$ cat config.mk
export PLATFORM = sky130hd
export DESIGN_NAME = dds_loader
export DESIGN_NICKNAME = d
export VERILOG_FILES = /design/src/rtl/dds_loader.sv
export SDC_FILE = /design/constraint.sdc
export NUM_CORES = 1
export LEC_CHECK = 0
export ABC_CLOCK_PERIOD_IN_PS = 7000
export BUFFER_PORTS_ARGS = -buffer_cell sky130_fd_sc_hd__buf_2
export CELL_PAD_IN_SITES_DETAIL_PLACEMENT = 0
export CELL_PAD_IN_SITES_GLOBAL_PLACEMENT = 1
export CORE_MARGIN = 1
export CORE_UTILIZATION = 55
export DETAILED_ROUTE_END_ITERATION = 16
export PLACE_DENSITY = 0.9
export SLEW_MARGIN = 20
export SYNTH_ARGS = -nofsm -noshare
export SYNTH_HDL_FRONTEND = slang
export SYNTH_SLANG_ARGS = --single-unit
$ cat constraint.sdc
create_clock -name clk -period 7 [get_ports clk]
set_clock_uncertainty 0.2 [all_clocks]
set_input_delay 0.35 -clock clk [delete_from_list [all_inputs] [get_ports clk]]
set_output_delay 0.35 -clock clk [all_outputs]
set_load 0.005 [all_outputs]
$ cat src/rtl/dds_loader.sv
// Load sequencer for the multi-channel DDS: holds the host shadow table and, on
// commit, resets the DDS, streams theta/delta/ampl into its FIFOs, then starts it.
module dds_loader #(
  parameter int         SIG_WIDTH = 16,
  parameter int         N_CH      = 8,
  parameter int         CH_W      = $clog2(N_CH),
  parameter logic [8:0] PARK_ADDR = 9'd511
) (
  input  logic                 clk,
  input  logic                 a_rst_n,
  input  logic                 i_wr_valid,
  output logic                 o_wr_ready,
  input  logic [CH_W-1:0]      i_wr_ch,
  input  logic [1:0]           i_wr_field,
  input  logic [SIG_WIDTH-1:0] i_wr_data,
  input  logic                 i_commit,
  input  logic                 i_stop,
  output logic                 o_dds_rst,
  output logic                 o_dds_start,
  output logic [8:0]           o_dds_addrs,
  output logic [SIG_WIDTH-1:0] o_dds_fifo_data,
  output logic                 o_busy,
  output logic                 o_running
);

  typedef enum logic [2:0] {
    S_IDLE,
    S_RST,
    S_LOAD_T,
    S_LOAD_D,
    S_LOAD_A,
    S_RUN
  } state_e;

  localparam logic [CH_W-1:0] LAST_K = CH_W'(N_CH - 1);

  state_e               state_q, state_d;
  logic [CH_W-1:0]      cnt_q, cnt_d;
  logic                 abort;

  logic [SIG_WIDTH-1:0] theta_q [N_CH];
  logic [SIG_WIDTH-1:0] delta_q [N_CH];
  logic [SIG_WIDTH-1:0] ampl_q  [N_CH];

  logic                 rst_q, rst_d;
  logic                 start_q, start_d;
  logic [8:0]           addrs_q, addrs_d;
  logic [SIG_WIDTH-1:0] data_q, data_d;
  logic                 ready_q, ready_d;
  logic                 busy_q, busy_d;
  logic                 running_q, running_d;

  logic                 wr_fire;
  logic                 wr_in_range;

  assign wr_fire     = i_wr_valid & ready_q;
  assign wr_in_range = int'(i_wr_ch) < N_CH;

  // Out-of-range channels and the reserved field are acknowledged but dropped.
  always_ff @(posedge clk or negedge a_rst_n) begin
    if (!a_rst_n) begin
      for (int unsigned i = 0; i < N_CH; i++) begin
        theta_q[CH_W'(i)] <= '0;
        delta_q[CH_W'(i)] <= '0;
        ampl_q[CH_W'(i)]  <= '0;
      end
    end else if (wr_fire && wr_in_range) begin
      case (i_wr_field)
        2'd0:    theta_q[i_wr_ch] <= i_wr_data;
        2'd1:    delta_q[i_wr_ch] <= i_wr_data;
        2'd2:    ampl_q[i_wr_ch]  <= i_wr_data;
        default: ;
      endcase
    end
  end

  always_ff @(posedge clk or negedge a_rst_n) begin
    if (!a_rst_n) begin
      state_q <= S_IDLE;
      cnt_q   <= '0;
    end else begin
      state_q <= state_d;
      cnt_q   <= cnt_d;
    end
  end

  // Stop has priority over commit everywhere; in RST/LOAD it aborts with a DDS reset pulse.
  always_comb begin
    state_d = state_q;
    cnt_d   = cnt_q;
    abort   = 1'b0;
    case (state_q)
      S_IDLE: begin
        if (i_commit && !i_stop) begin
          state_d = S_RST;
          cnt_d   = '0;
        end
      end
      S_RST: begin
        cnt_d = '0;
        if (i_stop) begin
          state_d = S_IDLE;
          abort   = 1'b1;
        end else begin
          state_d = S_LOAD_T;
        end
      end
      S_LOAD_T, S_LOAD_D, S_LOAD_A: begin
        if (i_stop) begin
          state_d = S_IDLE;
          cnt_d   = '0;
          abort   = 1'b1;
        end else if (cnt_q == LAST_K) begin
          cnt_d = '0;
          case (state_q)
            S_LOAD_T: state_d = S_LOAD_D;
            S_LOAD_D: state_d = S_LOAD_A;
            default:  state_d = S_RUN;
          endcase
        end else begin
          cnt_d = cnt_q + 1'b1;
        end
      end
      S_RUN: begin
        if (i_stop) begin
          state_d = S_IDLE;
        end else if (i_commit) begin
          state_d = S_RST;
          cnt_d   = '0;
        end
      end
      default: begin
        state_d = S_IDLE;
        cnt_d   = '0;
      end
    endcase
  end

  // Outputs are decoded from the next state so every port is a flop.
  always_comb begin
    rst_d     = (state_d == S_RST) | abort;
    start_d   = (state_d == S_RUN);
    running_d = (state_d == S_RUN);
    ready_d   = (state_d == S_IDLE) || (state_d == S_RUN);
    busy_d    = !ready_d;
    addrs_d   = PARK_ADDR;
    data_d    = '0;
    case (state_d)
      S_LOAD_T: begin
        addrs_d = 9'd0;
        data_d  = theta_q[cnt_d];
      end
      S_LOAD_D: begin
        addrs_d = 9'd1;
        data_d  = delta_q[cnt_d];
      end
      S_LOAD_A: begin
        addrs_d = 9'd2;
        data_d  = ampl_q[cnt_d];
      end
      default: ;
    endcase
  end

  always_ff @(posedge clk or negedge a_rst_n) begin
    if (!a_rst_n) begin
      rst_q     <= 1'b0;
      start_q   <= 1'b0;
      addrs_q   <= PARK_ADDR;
      data_q    <= '0;
      ready_q   <= 1'b1;
      busy_q    <= 1'b0;
      running_q <= 1'b0;
    end else begin
      rst_q     <= rst_d;
      start_q   <= start_d;
      addrs_q   <= addrs_d;
      data_q    <= data_d;
      ready_q   <= ready_d;
      busy_q    <= busy_d;
      running_q <= running_d;
    end
  end

  assign o_dds_rst       = rst_q;
  assign o_dds_start     = start_q;
  assign o_dds_addrs     = addrs_q;
  assign o_dds_fifo_data = data_q;
  assign o_wr_ready      = ready_q;
  assign o_busy          = busy_q;
  assign o_running       = running_q;

endmodule
# Yosys cells after proc, flatten, opt, wreduce, memory -nomap -nowiden
# Index checks and enable logic that the tools add are counted.
[op_classes] add_sub_neg=1 magnitude_cmp=3 n_eq_ne=13 muxes=32 bitwise_logic=4 n_reduce_logical=13
[ops] cell="$bwmux W128" count=3
[ops] cell="$bmux W16 S3" count=3
[ops] cell="$mux W16" count=7
[ops] cell="$demux W16 S3" count=1
[ops] cell="$pmux W16 S3" count=1
[ops] cell="$mux W3" count=10
[ops] cell="$pmux W9 S3" count=1
[ops] cell="$eq A3 B3 Y1 const B" count=5
[ops] cell="$eq A3 B2 Y1 const B" count=4
[ops] cell="$pmux W3 S4" count=1
[ops] cell="$pmux W3 S3" count=1
[ops] cell="$ge A4 B4 Y1 const B" count=2
[ops] cell="$not A3 Y4" count=2
[ops] cell="$eq A3 B1 Y1 const B" count=2
[ops] cell="$logic_not A3 Y1" count=2
[ops] cell="$pmux W3 S2" count=1
[ops] cell="$reduce_and A2 Y1" count=3
[ops] cell="$lt A4 B1 Y1 const B" count=1
[ops] cell="$reduce_or A4 Y1" count=1
[ops] cell="$add A3 B1 Y3 const B" count=1
[ops] cell="$reduce_or A3 Y1" count=1
[ops] cell="$eq A2 B1 Y1 const B" count=1
[ops] cell="$eq A2 B2 Y1 const B" count=1
[ops] cell="$logic_and A1 B1 Y1" count=2
[ops] cell="7 further kinds" count=9
[word_totals] ff_bits=419 input_bits=26 output_inout_bits=30 elab_cells=98

# Depth between registers and ports, before layout
# Gate-level depths: netlist of run 1.
[logic_depth] ltp_word=9 mapped_depth=11 mapped_depth_nobuf=9

# Worst setup path before layout of run 1
# OpenSTA, ideal clock, no wires.
[synth_timing] path_type="register -> register" start="register cnt_q[0]" end="register data_q[10] (netlist: o_dds_fifo_data[10])" setup_ps=72 t_arrival_ps=2713 t_required_ps=6728 slack_ps=4015 path_stages_with_launch=10 n_path_buf=2 period_less_slack_ps=2985 cell_sequence="dfrtp_1 > ha_1 > ha_1 > clkbuf_1 > or4b_2 > a21boi_1 > nand4_1 > clkbuf_1 > o2111a_1 > nand4b_1"
[synth_between] elab_chain_len=9 word_cells_on_any_way=25 classes_between="1 x add/sub; 4 x eq/ne; 19 x mux; 1 x bitwise"
[synth_rtl] item="start, declared" line="38" source="logic [CH_W-1:0] cnt_q, cnt_d;"
[synth_rtl] item="start signal, assigned" line="83" source="cnt_q <= cnt_d;"
[synth_rtl] item="$add A3 B1 Y3 or $eq A3 B3 Y1 (tied branches)" line="121, 113"
[synth_rtl] item="$mux W3" line="113" source="end else if (cnt_q == LAST_K) begin"
[synth_rtl] item="$mux W3" line="109" source="if (i_stop) begin"
[synth_rtl] item="$pmux W3 S3" line="92" source="case (state_q)"
[synth_rtl] item="$not A3 Y4 (implied by the code)" line="151, 155, 159"
[synth_rtl] item="$bmux W16 S3 (on tied branches)" line="159, 151, 155"
[synth_rtl] item="$mux W16 (on tied branches) (2 in series)" line="159, 151, 155"
[synth_rtl] item="$pmux W16 S3 (*)" line="148" source="case (state_d)"
[synth_rtl] item="via data_d[10]" line="48" source="logic [SIG_WIDTH-1:0] data_q, data_d;"
[synth_rtl] item="end signal, assigned" line="178" source="data_q <= data_d;"
[synth_rtl] item="end, declared" line="48"
# The timed path passes the listed nets; every way through them passes the cells marked *. The select of a mux whose other input is x is not followed.
# A chain may end at the register's enable or synchronous reset.

# Worst setup path after layout of run 1
[layout_timing] start="register state_q[2]" end="register data_q[2] (netlist: o_dds_fifo_data[2])"
[layout_between] elab_chain_len=8 word_cells_on_any_way=29 classes_between="8 x eq/ne; 18 x mux; 1 x bitwise; 2 x reduce/logical"
[layout_rtl] item="start, declared" line="37" source="state_e state_q, state_d;"
[layout_rtl] item="start signal, assigned" line="82" source="state_q <= state_d;"
[layout_rtl] item="$eq A3 B2 Y1 or $eq A3 B3 Y1 (tied branches)" line="92, 115"
[layout_rtl] item="$reduce_or A3 Y1" line="92"
[layout_rtl] item="$pmux W3 S3" line="92"
[layout_rtl] item="$not A3 Y4 (implied by the code)" line="151, 155, 159"
[layout_rtl] item="$bmux W16 S3 (on tied branches)" line="159, 151, 155"
[layout_rtl] item="$mux W16 (on tied branches) (2 in series)" line="159, 151, 155"
[layout_rtl] item="$pmux W16 S3 (*)" line="148"
[layout_rtl] item="via data_d[2]" line="48"
# Marked as above.

==> results_dict.tcl, run 1 <==
set metrics [dict create \
    status "finished, final reports clean" \
    crit_path_max_incr_delay_ns 0.59 \
    syn_inst 1591 \
    num_antenna_cells 0 \
    cts_tree "yes" \
    most-common-layout-cells "dfrtp_1, mux2_2, o21ai_0" \
    final_common_cell "dfrtp_1" \
    multiInputGateArea_um2 8801 \
    holdWs_ns 0.04496 \
    syn_area_um2 19840 \
    max_freq_mhz 232.2 \
    antenna_found_initial 0 \
    setup_violations 0 \
    drt-pass1-iter-count 7 \
    ys_types 61 \
    hpwl_um 29530 \
    rows 69 \
    area.growth.synth_to_final_pct 9.759 \
    clk_path_buf_depth 3 \
    port_buffers 55 \
    die_area_um2 36830 \
    wl_per_cell_um 24.60 \
    synth-edff-count 0 \
    path_clk_slew_ns 0.07 \
    synth-main-ff-cell "dfrtp_1" \
    grt_usage 0.2818 \
    drive_gt1_frac 0.3604 \
    io_pins 56 \
    crit_arrival_ns 4.50 \
    crit_fanout 81 \
    setup.worst_path.class "flop to flop" \
    start_util 0.5577 \
    synthArstFlopShare 1.000 \
    nFillCells 2825 \
    crit_slowest_cell "xnor2_1" \
    hold_buffers 3 \
    yosys_warnings 0 \
    path_cells "xnor2_1 > and3_2 > buf_4 > nor2_8 > inv_8 > mux2_1 > a2111oi_0 > nand4b_1" \
    cts_made_buffers 43 \
    yosysSeqAreaShare 0.5213 \
    synth_seq_cells 413 \
    cts_resized 0 \
    r2r_setup_slack_ns 2.69 \
    core_area_um2 35570 \
    power.density_nw_per_um2 281.0 \
    final-hold-violation-count 0 \
    vias_per_cell 6.519 \
    tightest_slew_ns 1.118 \
    post_cts_buffers 0 \
    min_period_over_period 0.6153 \
    r2r_end "o_dds_fifo_data[2]$_DFF_PN0_" \
    routed_wl_um 50730 \
    synthesis.nets 1620 \
    startpoint_type "flop" \
    rsz0062_at_grt "no" \
    clock-sinks 413 \
    min_period_ns 4.307 \
    placed_area_um2 20230 \
    cts_root_buffer "clkbuf_16" \
    die_x_um 191.9 \
    grt_max_degree 144 \
    first_iter_violations 954 \
    grt_pass1_vias 13420 \
    gr-total-overflow 0 \
    syn_area_per_cell_um2 12.47 \
    worst_r2r_path_depth 8 \
    hp-class "primary input to async pin" \
    globalplace.congestion 0.8742 \
    final_antenna_net_count 0 \
    maxCapViolations 0 \
    leakage_nw 9.743 \
    slew_violations 0 \
    h-tree-depth 2 \
    ff_latch_area_um2 10340 \
    final_cell_area_um2 21770 \
    final.setup.tns_ns 0 \
    clock_latency_ns 0.56 \
    ir_drop_uv 251.1 \
    die_h_um 191.9 \
    grt_first_pass_wirelength_um 78800 \
    drc_errors 0 \
    r2r_start "state_q[2]$_DFF_PN0_" \
    vias 13440 \
    critPathCaptureType "flop" \
    slew_headroom 0.2547 \
    cp.required_ns 7.19 \
    final_nets 1596 \
]
==> cells by family after synthesis <==
| logic type | count (synthesis) | share of synthesized area |
|---|---|---|
| multiplexers | 450 | 0.2524 |
| AO/OA/AOI/OAI | 309 | 0.1130 |
| flip-flops | 413 | 0.5213 |
| buffers and inverters | 160 | 0.03760 |
| XOR/XNOR | 4 | 0.001767 |
| AND/OR/NAND/NOR | 252 | 0.07204 |
| adder cells (fa/ha/maj) | 3 | 0.001893 |
==> area by class of cell <==
type	count	share of cell area
Sequential cell	413	0.4749
Multi-Input combinational cell	1018	0.4043
Clock buffer	58	0.05621
Timing Repair Buffer	86	0.02747
Tap cell	461	0.02649
Clock inverter	21	0.009425
Inverter	5	0.001207
==> flip-flops by register name, indices dropped and copies added, names as in the netlist <==
name             cells
o_dds_addrs          3
o_dds_rst            1
theta_q            128
o_wr_ready           1
cnt_q                3
ampl_q             128
o_running            1
o_dds_fifo_data     16
o_busy               1
delta_q            128
state_q              3
==> layer usage <==
layer,up-vias,GRT usage,share of wire
met1,6963,0.3992,0.44
met4,0,0.1010,0.032
met2,502,0.4317,0.45
met5,-,0,0
li1,5873,-,-
met3,105,0.05408,0.072
==> critical path: cells and delay by family (launching register included) <==
family,cells,cell delay (ns)
xor+xnor,1,0.59
simple gates,3,0.65
buf+inv,2,1.11
compound gates,1,0.52
mux,1,0.39
flops,1,0.58
==> stage by stage <==
step           power [W]  setup slack [ns]    util  std cells
2_1_floorplan   0.003596             4.015       -       1591
3_3_place_gp    0.003785             2.930  0.5686       1976
3_5_place_dp    0.003843             2.889  0.5687       1976
4_1_cts         0.006146             2.812  0.6098       2058
5_1_grt         0.006377             2.447  0.6121       2062
6_report        0.006117             2.693  0.6121       2062
==> report_power, final <==
| group | leakage, nW | switching (W) | internal, W |
|---|---|---|---|
| registers | 5.41 | 0.000209 | 0.00281 |
| logic | 3.63 | 0.000344 | 0.000442 |
| clock network | 0.702 | 0.000967 | 0.00134 |
==> synth_stat cells, drive strengths merged, types with 30 or more instances <==
cell | instances | share of area
dfrtp | 409 | 0.52
mux2 | 401 | 0.23
clkbuf | 120 | 0.023
o21ai | 101 | 0.025
nand3 | 68 | 0.017
a21boi | 53 | 0.021
nand2 | 53 | 0.010
and3 | 52 | 0.016
mux2i | 49 | 0.025
buf | 35 | 0.014
a221o | 31 | 0.016
a211oi | 30 | 0.011
==> how the worst max path moves through the flow <==
| stage | start | endpoint | slack [ns] | depth (start not counted) |
|---|---|---|---|---|
| floorplan | cnt_q[0]$_DFF_PN0_ | o_dds_fifo_data[10]$_DFF_PN0_ | 4.01 | 9 |
| global placement | state_q[2]$_DFF_PN0_ | o_dds_fifo_data[9]$_DFF_PN0_ | 2.93 | 7 |
| detailed placement | state_q[2]$_DFF_PN0_ | o_dds_fifo_data[10]$_DFF_PN0_ | 2.89 | 8 |
| CTS | state_q[2]$_DFF_PN0_ | o_dds_fifo_data[2]$_DFF_PN0_ | 2.81 | 8 |
| global route | state_q[0]$_DFF_PN0_ | o_dds_fifo_data[2]$_DFF_PN0_ | 2.45 | 8 |
| finish | state_q[2]$_DFF_PN0_ | o_dds_fifo_data[2]$_DFF_PN0_ | 2.69 | 8 |
Power figures use the tool's default switching activity.
==> run 2, diff against run 1 <==
Settings changed: ABC_CLOCK_PERIOD_IN_PS 7000 to 3500, CORE_UTILIZATION 55 to 47, PLACE_DENSITY 0.9 to 0.83.
Clock period 7 ns to 3.5 ns, I/O delays scaled along.
==> results_dict.tcl, run 2 (same netlist as run 1, synthesis figures left out) <==
set metrics [dict create \
    utilization 0.5428 \
    die_area_um2 43030 \
    path_clk_slew_ns 0.06 \
    worst_r2r_path_depth 9 \
    pre_cts_ws_ns -0.1558 \
    top_regs "ampl_q: 128 flops, delta_q: 128 flops, theta_q: 128 flops" \
    core_area_um2 41200 \
    drc_errors 0 \
    post_cts_buffers 0 \
    clock_latency_ns 0.55 \
    antenna_found_initial 0 \
    worst_hold_path.endpoint "theta_q[88]$_DFFE_PN0P_" \
    area.growth.synth_to_final_pct 12.75 \
    tightest_slew_ns 1.157 \
    cp_common_cell "ha_1" \
    slew_headroom 0.2266 \
    cp.required_ns 3.77 \
    hpwl_um 34020 \
    grt_usage 0.2558 \
    setup_slack_ns 0.09733 \
    cts_tree "yes" \
    die_h_um 207.4 \
    drive_gt1_frac 0.3823 \
    ir_drop_uv 488.1 \
    slew_violations 0 \
    crit_arrival_ns 3.67 \
    grt_pass1_vias 14150 \
    grt_max_degree 100 \
    r2r_end "o_dds_fifo_data[1]$_DFF_PN0_" \
    first_iter_violations 1020 \
    place_inst 2102 \
    leakage_nw 10.03 \
    num_antenna_cells 0 \
    min_period_over_period 0.9722 \
    r2r_start "cnt_q[0]$_DFF_PN0_" \
    die_x_um 207.4 \
    crit_path_max_incr_delay_ns 0.62 \
    rsz0062_at_grt "no" \
    min_period_ns 3.403 \
    final_nets 1649 \
    clock-sinks 413 \
    cts_made_buffers 44 \
    gr-total-overflow 0 \
    status "finished, final reports clean" \
    h-tree-depth 2 \
    power.density_nw_per_um2 549.0 \
    grt_first_pass_wirelength_um 85610 \
    routed_wl_um 54640 \
    path_cells "ha_1 > ha_1 > or4b_1 > o211ai_2 > nand4_1 > buf_4 > o21bai_1 > o2111a_1 > nand4b_1" \
    final_antenna_net_count 0 \
    timing.critical_path.from "cnt_q[0]$_DFF_PN0_" \
    globalplace.congestion 0.8920 \
    setup.worst_path.class "flop to flop" \
    max_freq_mhz 293.9 \
    hold_path_startpoint "i_wr_data[8]" \
    crit_slowest_cell "nand4_1" \
    maxCapViolations 0 \
    start_util 0.4814 \
    r2r_setup_slack_ns 0.1 \
    rows 74 \
    most-common-layout-cells "dfrtp_1, mux2_2, o21ai_0" \
    wl_per_cell_um 25.01 \
    critPathCaptureType "flop" \
    io_pins 56 \
    vias 13690 \
    hp-class "primary input to flop" \
    final-hold-violation-count 0 \
    vias_per_cell 6.265 \
    drt-pass1-iter-count 6 \
    port_buffers 55 \
    startpoint_type "flop" \
    finalNonFillerCells 2185 \
    final_common_cell "dfrtp_1" \
    crit_fanout 7 \
    cts_root_buffer "clkbuf_16" \
    setup_violations 0 \
    hold_depth 2 \
    clk_path_buf_depth 3 \
]
## run 2: stage by stage
step	total power, W	cell area, um^2	TNS (ns)	hold slack (ns)
floorplan	0.007191	19840	0	-0.3206
global placement	0.007612	20880	-0.1594	0.04193
detailed placement	0.007738	20880	-0.2649	0.03877
CTS	0.01236	22350	0	0.007862
global route	0.01279	22360	0	0.02197
finish	0.01228	22360	0	0.02264
## run 2: timing repair
item,CTS,global route
gates resized for setup,2,5
setup endpoints to repair,2,4
hold buffers,4,0
endpoints found under the hold margin,89,0
pin swaps,0,0
## run 2: cell type report
| class | instances | area, um^2 |
|---|---|---|
| inverter | 5 | 26.28 |
| timing repair buffer | 138 | 1081 |
| tap | 532 | 665.6 |
| clock buffer | 65 | 1290 |
| fill | 3473 | 18840 |
| multi-input combinational | 1018 | 8826 |
| sequential | 413 | 10340 |
| clock inverter | 14 | 135.1 |
## run 2: metal layers
| metal | part of all wire | global-route usage | up-vias |
|---|---|---|---|
| met3 | 0.067 | 0.03979 | 111 |
| met4 | 0.030 | 0.07746 | 0 |
| met1 | 0.43 | 0.3533 | 7120 |
| li1 | - | - | 5968 |
| met5 | 0 | 0 | - |
| met2 | 0.47 | 0.4155 | 489 |
## run 2: how the worst max path moves through the flow
| stage | end | depth (start not counted) |
|---|---|---|
| 6_report | o_dds_fifo_data[1]$_DFF_PN0_ | 9 |
| 4_1_cts | o_dds_fifo_data[12]$_DFF_PN0_ | 10 |
| 5_1_grt | o_dds_fifo_data[8]$_DFF_PN0_ | 11 |
| 3_5_place_dp | o_dds_fifo_data[2]$_DFF_PN0_ | 9 |
| 2_1_floorplan | o_dds_fifo_data[10]$_DFF_PN0_ | 9 |
| 3_3_place_gp | o_dds_fifo_data[5]$_DFF_PN0_ | 9 |
## run 2: worst max-delay path, delay by kind of cell (launching register included)
family,cells,cell delay (ns)
AND/OR/NAND/NOR,3,1.26
flip-flops,1,0.46
buffers and inverters,1,0.41
adder cells (fa/ha/maj),2,0.50
AO/OA/AOI/OAI,3,0.48
## run 2: report_power, final
part	internal [W]	total, W	switching (W)
clock network	0.00270	0.00461	0.00192
registers	0.00563	0.00604	0.000411
logic	0.000912	0.00162	0.000713
total	0.00924	0.0123	0.00304
==> run 3, diff against run 2 <==
Settings changed: BUFFER_PORTS_ARGS -buffer_cell sky130_fd_sc_hd__buf_2 to -buffer_cell sky130_fd_sc_hd__buf_4, PLACE_DENSITY 0.83 to 0.87.
==> results_dict.tcl, run 3 (same netlist as run 1, synthesis figures left out) <==
set metrics [dict create \
    status "finished, final reports clean" \
    clk_path_buf_depth 3 \
    cts_tree "yes" \
    vias_per_cell 6.288 \
    port_buffers 55 \
    leakage_nw 10.12 \
    drc_errors 0 \
    cp.required_ns 3.73 \
    path_clk_slew_ns 0.06 \
    drive_gt1_frac 0.3707 \
    final-hold-violation-count 0 \
    startpoint_type "flop" \
    slew_headroom 0.2749 \
    start_util 0.4814 \
    clock_latency_ns 0.56 \
    crit_arrival_ns 3.60 \
    multiInputGateArea_um2 8791 \
    h-tree-depth 2 \
    power.density_nw_per_um2 541.6 \
    setup_slack_ns 0.1246 \
    hpwl_um 33190 \
    ir_drop_uv 413.5 \
    cts_made_buffers 44 \
    first_iter_violations 971 \
    wl_per_cell_um 24.53 \
    grt_max_degree 91 \
    most-common-layout-cells "dfrtp_1, mux2_2, buf_4" \
    setup.worst_path.class "flop to flop" \
    pre_cts_ws_ns 0.06486 \
    min_period_ns 3.375 \
    r2r_setup_slack_ns 0.12 \
    hold_path_startpoint "i_commit" \
    timing.critical_path.from "state_q[1]$_DFF_PN0_" \
    drt-pass1-iter-count 5 \
    finalPower_w 0.01225 \
    die_h_um 207.4 \
    final.setup.tns_ns 0 \
    globalplace.congestion 0.9189 \
    finalNonFillerCells 2199 \
    crit_fanout 13 \
    die_area_um2 43030 \
    routed_wl_um 53930 \
    die_x_um 207.4 \
    hp-class "primary input to flop" \
    rsz0062_at_grt "no" \
    max_freq_mhz 296.3 \
    grt_pass1_vias 14250 \
    final_common_cell "dfrtp_1" \
    ff_latch_area_um2 10340 \
    clock-sinks 413 \
    area.growth.synth_to_final_pct 14.04 \
    final_nets 1665 \
    r2r_start "state_q[1]$_DFF_PN0_" \
    core_area_um2 41200 \
    tightest_slew_ns 1.085 \
    cts_root_buffer "clkbuf_16" \
    vias 13830 \
    grt_usage 0.2547 \
    setup_violations 0 \
    place_inst 2103 \
    slew_violations 0 \
    nFillCells 3355 \
    io_pins 56 \
    final_antenna_net_count 0 \
    grt_first_pass_wirelength_um 85280 \
    rows 74 \
    min_period_over_period 0.9644 \
    maxCapViolations 0 \
    antenna_found_initial 1 \
    num_antenna_cells 0 \
    holdWs_ns 0.01971 \
    critPathCaptureType "flop" \
    gr-total-overflow 0 \
    top_regs "ampl_q: 128 flops, delta_q: 128 flops, theta_q: 128 flops" \
]
## run 3: cell types whose count changed in the layout (fill, tap and decap cells not counted), sizes merged
| cell | change |
|---|---|
| dlygate4sd3 | +15 |
| clkbuf | -1 |
| clkinvlp | +2 |
| clkinv | -4 |
| buf | +1 |
| inv | +1 |
## run 3: critical path, cell delays in order (launching register included)
cell and delay [ns]:
dfrtp_1 0.48, or4b_4 0.61, a21boi_4 0.25, nor2_8 0.06
inv_8 0.13, buf_4 0.27, mux2_2 0.37, a2111oi_0 0.54
buf_4 0.23, nand4b_1 0.09
## run 3: timing repair
| action | in CTS | in global routing |
|---|---|---|
| setup endpoints to repair | 0 | 1 |
| gates resized for setup | 0 | 1 |
| endpoints found under the hold margin | 476 | 0 |
| setup buffers | 0 | 0 |
| hold buffers | 19 | 0 |
## run 3: metal layers
metal,vias up,track usage,wire length [um]
met2,541,0.4059,25570
li1,5981,-,-
met1,7192,0.3490,22750
met4,0,0.1019,1930
met3,113,0.04024,3679
met5,-,0,0
## run 3: final timing paths
kind | cells past startpoint | end
worst max-delay path | 9 | o_dds_fifo_data[3]$_DFF_PN0_
worst min-delay path | 4 | cnt_q[2]$_DFF_PN0_
worst max register to register | 9 | o_dds_fifo_data[3]$_DFF_PN0_
worst min register to register | 1 | ampl_q[118]$_DFFE_PN0P_
max in group asynchronous | 3 | ampl_q[52]$_DFFE_PN0P_
min in group asynchronous | 2 | theta_q[111]$_DFFE_PN0P_
## run 3: through the flow
stage | instance area, um^2 | util
floorplan | 19840 | -
global placement | 21040 | 0.5106
detailed placement | 21040 | 0.5106
CTS | 22610 | 0.5489
global route | 22620 | 0.5490
finish | 22620 | 0.5490
## run 3: final cells by class
cell class	count	share of cell area
clock buffers	64	0.05559
inverters	5	0.001162
clock inverters	13	0.005642
well taps	532	0.02943
multi-input cells	1018	0.3886
flip-flops and latches	413	0.4571
repair buffers	154	0.06240
## run 3: report_power, final
| part | switching (W) | internal (W) |
|---|---|---|
| Clock | 0.00190 | 0.00264 |
| Sequential | 0.000420 | 0.00563 |
| Combinational | 0.000718 | 0.000950 |
| Total | 0.00304 | 0.00921 |
